**src/rtl/dm_wait.sv**
```systemverilog
// Word-organised data memory with byte/halfword/word access and a fixed number of wait states.
// Accesses are accepted only in IDLE, and each one completes with a single-cycle ack pulse.
module dm_wait #(
  parameter int unsigned ADDR_W = 7,
  parameter int unsigned WAIT   = 0
) (
  input  logic              clk,
  input  logic              rst,
  input  logic              req,
  input  logic              wr,
  input  logic [1:0]        size,
  input  logic              sgn,
  input  logic [ADDR_W+1:0] addr,
  input  logic [31:0]       wdata,
  output logic [31:0]       rdata,
  output logic              ack,
  output logic              busy,
  output logic              fault
);

  typedef enum logic [1:0] {StIdle, StWait, StDone} state_e;

  localparam logic [3:0] WaitLast = (WAIT == 0) ? 4'd0 : 4'(WAIT - 1);

  state_e            state_q, state_d;
  logic [3:0]        cnt_q, cnt_d;
  logic              wr_q, sgn_q;
  logic [1:0]        size_q;
  logic [ADDR_W+1:0] addr_q;
  logic [31:0]       wdata_q;
  logic [31:0]       rdata_q, rdata_d;
  logic [31:0]       mem_q [2**ADDR_W];

  logic              idle, cap, enter_done, acc_bad, we;
  logic              acc_wr, acc_sgn;
  logic [1:0]        acc_size, lane;
  logic [ADDR_W+1:0] acc_addr;
  logic [ADDR_W-1:0] widx;
  logic [31:0]       acc_wdata, word, wword;
  logic [3:0]        wmask;
  logic [7:0]        byte_v;
  logic [15:0]       half_v;

  assign idle = (state_q == StIdle);
  assign cap  = idle && req;

  // With WAIT=0 DONE is entered on the capture edge, so use live inputs while idle.
  assign acc_wr    = idle ? wr    : wr_q;
  assign acc_size  = idle ? size  : size_q;
  assign acc_sgn   = idle ? sgn   : sgn_q;
  assign acc_addr  = idle ? addr  : addr_q;
  assign acc_wdata = idle ? wdata : wdata_q;

  assign lane    = acc_addr[1:0];
  assign widx    = acc_addr[ADDR_W+1:2];
  assign acc_bad = (acc_size == 2'b11) ||
                   ((acc_size == 2'b01) && acc_addr[0]) ||
                   ((acc_size == 2'b10) && (acc_addr[1:0] != 2'b00));

  always_comb begin
    state_d = state_q;
    cnt_d   = cnt_q;
    unique case (state_q)
      StIdle: begin
        cnt_d = 4'd0;
        if (req) state_d = (WAIT == 0) ? StDone : StWait;
      end
      StWait: begin
        cnt_d = cnt_q + 4'd1;
        if (cnt_q == WaitLast) state_d = StDone;
      end
      StDone:  state_d = StIdle;
      default: state_d = StIdle;
    endcase
  end

  assign enter_done = (state_d == StDone) && (state_q != StDone);

  assign word   = mem_q[widx];
  assign byte_v = word[8*lane +: 8];
  assign half_v = lane[1] ? word[31:16] : word[15:0];

  always_comb begin
    rdata_d = rdata_q;
    if (enter_done && !acc_wr) begin
      if (acc_bad) begin
        rdata_d = 32'h0;
      end else begin
        unique case (acc_size)
          2'b00:   rdata_d = {{24{acc_sgn & byte_v[7]}}, byte_v};
          2'b01:   rdata_d = {{16{acc_sgn & half_v[15]}}, half_v};
          default: rdata_d = word;
        endcase
      end
    end
  end

  always_comb begin
    wmask = 4'b0000;
    wword = acc_wdata;
    unique case (acc_size)
      2'b00: begin
        wmask = 4'b0001 << lane;
        wword = {4{acc_wdata[7:0]}};
      end
      2'b01: begin
        wmask = lane[1] ? 4'b1100 : 4'b0011;
        wword = {2{acc_wdata[15:0]}};
      end
      2'b10:   wmask = 4'b1111;
      default: wmask = 4'b0000;
    endcase
  end

  // Gating on rst keeps a store from landing on an edge where reset is held.
  assign we = enter_done && acc_wr && !acc_bad && !rst;

  always_ff @(posedge clk or posedge rst) begin
    if (rst) begin
      state_q <= StIdle;
      cnt_q   <= 4'd0;
      wr_q    <= 1'b0;
      size_q  <= 2'b00;
      sgn_q   <= 1'b0;
      addr_q  <= '0;
      wdata_q <= 32'h0;
      rdata_q <= 32'h0;
    end else begin
      state_q <= state_d;
      cnt_q   <= cnt_d;
      rdata_q <= rdata_d;
      if (cap) begin
        wr_q    <= wr;
        size_q  <= size;
        sgn_q   <= sgn;
        addr_q  <= addr;
        wdata_q <= wdata;
      end
    end
  end

  always_ff @(posedge clk) begin
    if (we) begin
      for (int i = 0; i < 4; i++) begin
        if (wmask[i]) mem_q[widx][8*i +: 8] <= wword[8*i +: 8];
      end
    end
  end

  assign rdata = rdata_q;
  assign ack   = (state_q == StDone);
  assign busy  = !idle;
  assign fault = ack && acc_bad;

endmodule
```
**config.mk**
```make
export PLATFORM = sky130hd
export DESIGN_NAME = dm_wait
export DESIGN_NICKNAME = d
export VERILOG_FILES = /design/src/rtl/dm_wait.sv
export SDC_FILE = /design/constraint.sdc
export NUM_CORES = 2
export LEC_CHECK = 0
export CORE_AREA = 2 2 664 600
export CTS_CLUSTER_SIZE = 8
export DETAILED_ROUTE_END_ITERATION = 7
export DIE_AREA = 0 0 666 602
export PLACE_DENSITY = 0.64
export SLEW_MARGIN = 15
export SYNTH_ARGS = -nofsm -noshare
export SYNTH_HDL_FRONTEND = slang
export SYNTH_SLANG_ARGS = --single-unit
```
**constraint.sdc**
```tcl
create_clock -name clk -period 21.4 [get_ports clk]
set_input_delay 3.21 -clock clk [delete_from_list [all_inputs] [get_ports clk]]
set_output_delay 3.21 -clock clk [all_outputs]
set_load 0.02 [all_outputs]
```
; ---- After elaboration in Yosys (flattened, before gate mapping)
; Memory sizes are Yosys's and may differ from the RTL's.
; Index checks and enable logic that the tools add are counted.
[totals]
regBits = 83
input_bits = 48
memories = 1
ramBits = 4096
[mem_list]
columns = name, depth, width, read_ports, rd_ports_with_merged_regs, write_ports, line
row1 = mem_q, 128, 32, 1, 0, 1, 32  ; logic [31:0] mem_q [2**ADDR_W];
[classes]
n_addsub = 1
bitwise_logic = 2
muxes = 27
n_reduce_logical = 20
n_eq_ne = 7
n_shift = 2
[ops]
columns = op, count
row1 = 32-bit one-hot mux with 2 select lines, 2
row2 = 32-bit 2-to-1 mux, 2
row3 = 32-bit by 6-bit indexed part select with 8-bit output, 1
row4 = 16-bit 2-to-1 mux, 1
row5 = 1-bit 2-to-1 mux, 14
row6 = 4-bit one-hot mux with 3 select lines, 1
row7 = 1-bit logical AND, 9
row8 = 9-bit 2-to-1 mux, 1
row9 = "2-bit == test, second input constant", 4
row10 = 4-bit one-hot mux with 2 select lines, 1
row11 = 2-bit 2-to-1 mux, 3
row12 = "4-bit by 1-bit adder with 4-bit output, second input constant", 1
row13 = "2-bit by 1-bit == test with 1-bit output, second input constant", 2
row14 = 1-bit zero test, 4
row15 = 2-bit zero test, 2
row16 = 4-bit zero test, 1
row17 = 4-bit 2-to-1 mux, 1
row18 = 2-bit one-hot mux with 2 select lines, 1
row19 = 2-bit nonzero test, 2
row20 = "1-bit by 2-bit left shift with 4-bit output, first input constant", 1
row21 = 1-bit AND, 2
row22 = 1-bit logical OR, 2
row23 = "2-bit inequality test, second input constant", 1

; ---- Depth between registers and ports, before layout
[depth]
ltp_word = 11
ltp_mapped = 18
ltp_nobuf = 12

; ---- Least setup slack after synthesis
; Ideal clock, no wire load.
[synth_path]
kind = input -> register
startpoint = input wdata[1]
endpoint = memory mem_q[0][25] (data pin)
n_path_buf = 0
setup_time_ns = 1.200
path_slack_ns = 10.118
arrival_time_ns = 10.081
cell_stages = 4
cell_sequence = nand2_1 -> nand2_1 -> a21oi_1 -> o21ai_0
[synth_between]
elab_chain_len = 2
[synth_lines]
columns = element, line
row1 = start: declaration, 14  ; input logic [31:0] wdata,
row2 = 32-bit 2-to-1 mux, 52  ; assign acc_wdata = idle ? wdata : wdata_q;
row3 = net acc_wdata[1], 39  ; logic [31:0] acc_wdata, word, wword;
row4 = 32-bit one-hot mux with 2 select lines, 101  ; unique case (acc_size)
row5 = net wword[25], 39
row6 = end: declaration, 32
; The timed path passes the listed nets, and every way through them passes these cells.

; ---- Final worst setup path
[layout_path]
startpoint = input size[1]
endpoint = output fault
[layout_between]
elab_chain_len = 6
elab_cells_between_ends = 9
classes_between = 3 x eq/ne / 1 x mux / 5 x reduce/logical
[layout_lines]
columns = element, line
row1 = start: declaration, 11  ; input logic [1:0] size,
row2 = 2-bit 2-to-1 mux (*), 49  ; assign acc_size = idle ? size : size_q;
row3 = 2-bit by 1-bit == test with 1-bit output, 57  ; ((acc_size == 2'b01) && acc_addr[0]) ||
row4 = 1-bit logical AND, 57
row5 = 1-bit logical OR, 56  ; assign acc_bad = (acc_size == 2'b11) ||
row6 = 1-bit logical OR (*), 57
row7 = 1-bit logical AND (*), 153  ; assign fault = ack && acc_bad;
row8 = end: declaration, 18  ; output logic fault
; Mark *: on every way between the ends. The rest lies on a longest branch, timed or not.

==> flow_summary.ini <==
[synthesis]
synth_ff_type = edfxtp_1
ys_ff_latch = 4179
ys_seq_area_frac = 0.796
yosysTopAreaCell = edfxtp_1
syn_nets = 9731
synth_area_leaders = edfxtp_1 78%, o22ai_1 6.7%, nor3_1 3.0%, dfrtp_1 1.3%, buf_2 1.1%
netlist_area_um2 = 157000
synth_cells = 9681
synthArstFlopShare = 0.0199
synth_cell_types = 87
ys_warn_count = 0
synth_edf_count = 4096
post_synth.cell_area_avg_um2 = 16.2
synth_top_area_frac = 0.782

[sta]
finalCritPeriodShare = 0.454
setup_viol = 0
final_period_minus_worst_setup_slack_ns = 9.72
hold_violations = 0
setup_tns_ns = 0
maxSlewHeadroom = 0.0862
rsz0062_at_grt = no
clock.fmax_mhz = 103
worst_slew_pin_slew_ns = 1.36
fin_skew_ns = 0.0782
final_max_slew_viol_count = 0

[detailed_routing]
drtIter0Drc = 18100
antenna_left = 0
wl_per_cell_um = 33.7
wl_met3_um = 79100
highest_layer = met5
wl_um = 523000
drc_errors = 0
via_count = 103000
wl_met2_um = 228000
viasPerCell = 6.60
wl_met1_um = 191000
detailedRoute.firstPassIterationCount = 8

[finish]
multiInputGateArea_um2 = 29400
fillCellCount = 32700
area_delta_synth_final_pct = 16.5
drive_gt1_frac = 0.151
regArea_um2 = 125000
fin_nets = 10300
final_cell_mix = 4,096 x edfxtp_1, 1,692 x o22ai_1, 870 x nor3_1
mostFrequentLayoutCell = edfxtp_1

[cts]
insertion_delay_ns = 0.97
hold_buffers = 0
clk_pin_slew_worst_paths_ns = 0.05
post_cts_buffers = 0
cts_buffers = 597
ctsRootBufferMaster = clkbuf_16
cts_sinks = 4179
h-tree-depth = 6
cts_buffer_depth = 4
post_cts_resized = 0
cts_tree = done

[global_routing]
grt_pass1_wl_um = 735000
grt_use_total = 0.252
antenna_found_initial = 40
grt_max_degree = 138
grt_pass1_vias = 98700
overflow = 0

[placed_design]
io_buffers = 82
place_congestion = 0.923
dp_hpwl_um = 310000

[run_status]
status = finished clean

[die]
fp.dieArea_um2 = 401000
row_count = 219
core_area_um2 = 394000
die_y_um = 602
ios = 83
start_util = 0.399
die_w_um = 666

[power]
power.switching_uw = 5000
p_seq_frac = 0.473
p_leak_uw = 0.0571
p_int_uw = 14900
power_uw = 19900
switching_share = 0.252
peakVddDrop_mv = 0.0766
p_clk_frac = 0.421
power_density_nw_per_um2 = 108
power_frac_comb = 0.106

[worst_setup_path]
worstPathRequired_ns = 18.19
crit_type = in2out
cp_max_fo = 36
end_kind = primary output
startpoint_type = input pin
arrival_ns = 6.51

[worst_hold_path]
hold_class = reg2reg

[flow_run]
drv_cap = 0
routing by layer:
layer,global-route usage,vias up
met5,0,-
met4,0.111,22
met3,0.0811,1277
li1,-,41000
met1,0.344,51900
met2,0.370,8428
sequential cells by signal, indices dropped and copies added (netlist names):
register	count
rdata	32
addr_q	9
wr_q	1
cnt_q	4
size_q	2
mem_q	4096
wdata_q	32
state_q	2
sgn_q	1
power groups by stage:
stage / Clock [µW] / Sequential, µW / Combinational (µW)
after floorplan: 0 / 9620 / 1000
after global placement: 0 / 9550 / 1960
after detailed placement: 0 / 9550 / 2010
after CTS: 8380 / 9400 / 2010
after global routing: 8720 / 9390 / 2140
final: 8370 / 9400 / 2100
worst max-delay path, stage by stage:
cell             delay [ns]
clkdlybuf4s50_1        0.66
a21o_2                 0.18
buf_4                  0.53
a21oi_1                0.12
a21oi_1                0.93
and2_1                 0.25
clkdlybuf4s50_1        0.61
synthesized netlist by cell type, types with 59 or more instances:
cell type  instances
nand2_1          317
a211oi_1         131
clkbuf_1         291
and3_1           122
nor2_1           278
mux2i_1          100
buf_2            342
o221ai_1         131
o22ai_1         1692
edfxtp_1        4096
nor4_1           135
nor3_1           956
a21oi_1          160
buf_4             73
o21ai_0          138
dfrtp_1           83
nand3_1           59
area by class of cell:
type / count / area share
antenna: 31 / 0.000424
clock buffer: 669 / 0.0852
clock inverter: 32 / 0.00261
inverter: 12 / 0.000280
multi-input combinational: 4701 / 0.161
sequential: 4179 / 0.683
tap: 5193 / 0.0355
timing repair buffer: 735 / 0.0323
cells by family after synthesis:
logic type | after synthesis | share of synthesized area
flip-flops | 4179 | 0.796
buffers and inverters | 801 | 0.0249
multiplexers | 148 | 0.00980
AND/OR/NAND/NOR | 1954 | 0.0607
AO/OA/AOI/OAI | 2597 | 0.109
adder cells (fa/ha/maj) | 2 | 0.000159
final timing paths:
kind	to	slack (ns)	depth (start not counted)	start
min	wdata_q[6]	0.50	1	wdata_q[6]
max reg2reg	rdata[20]	13.77	15	state_q[1]
min reg2reg	wdata_q[6]	0.50	1	wdata_q[6]
max	fault	11.68	7	size[1]
min in group asynchronous	rdata[21]	2.89	2	rst
max in group asynchronous	wdata_q[10]	17.24	3	rst
through the flow:
step | cells | area (µm²) | setup slack [ns] | utilization | hold WS (ns)
global route | 15500 | 183000 | 11.67 | 0.465 | 0.519
CTS | 15500 | 183000 | 11.85 | 0.464 | 0.505
floorplan | 9681 | 157000 | 10.12 | - | 0.480
finish | 15600 | 183000 | 11.68 | 0.465 | 0.504
detailed placement | 14800 | 167000 | 11.18 | 0.423 | 0.495
global placement | 14800 | 166000 | 11.26 | 0.423 | 0.488
Note: power is estimated with default switching activity, not from simulation.
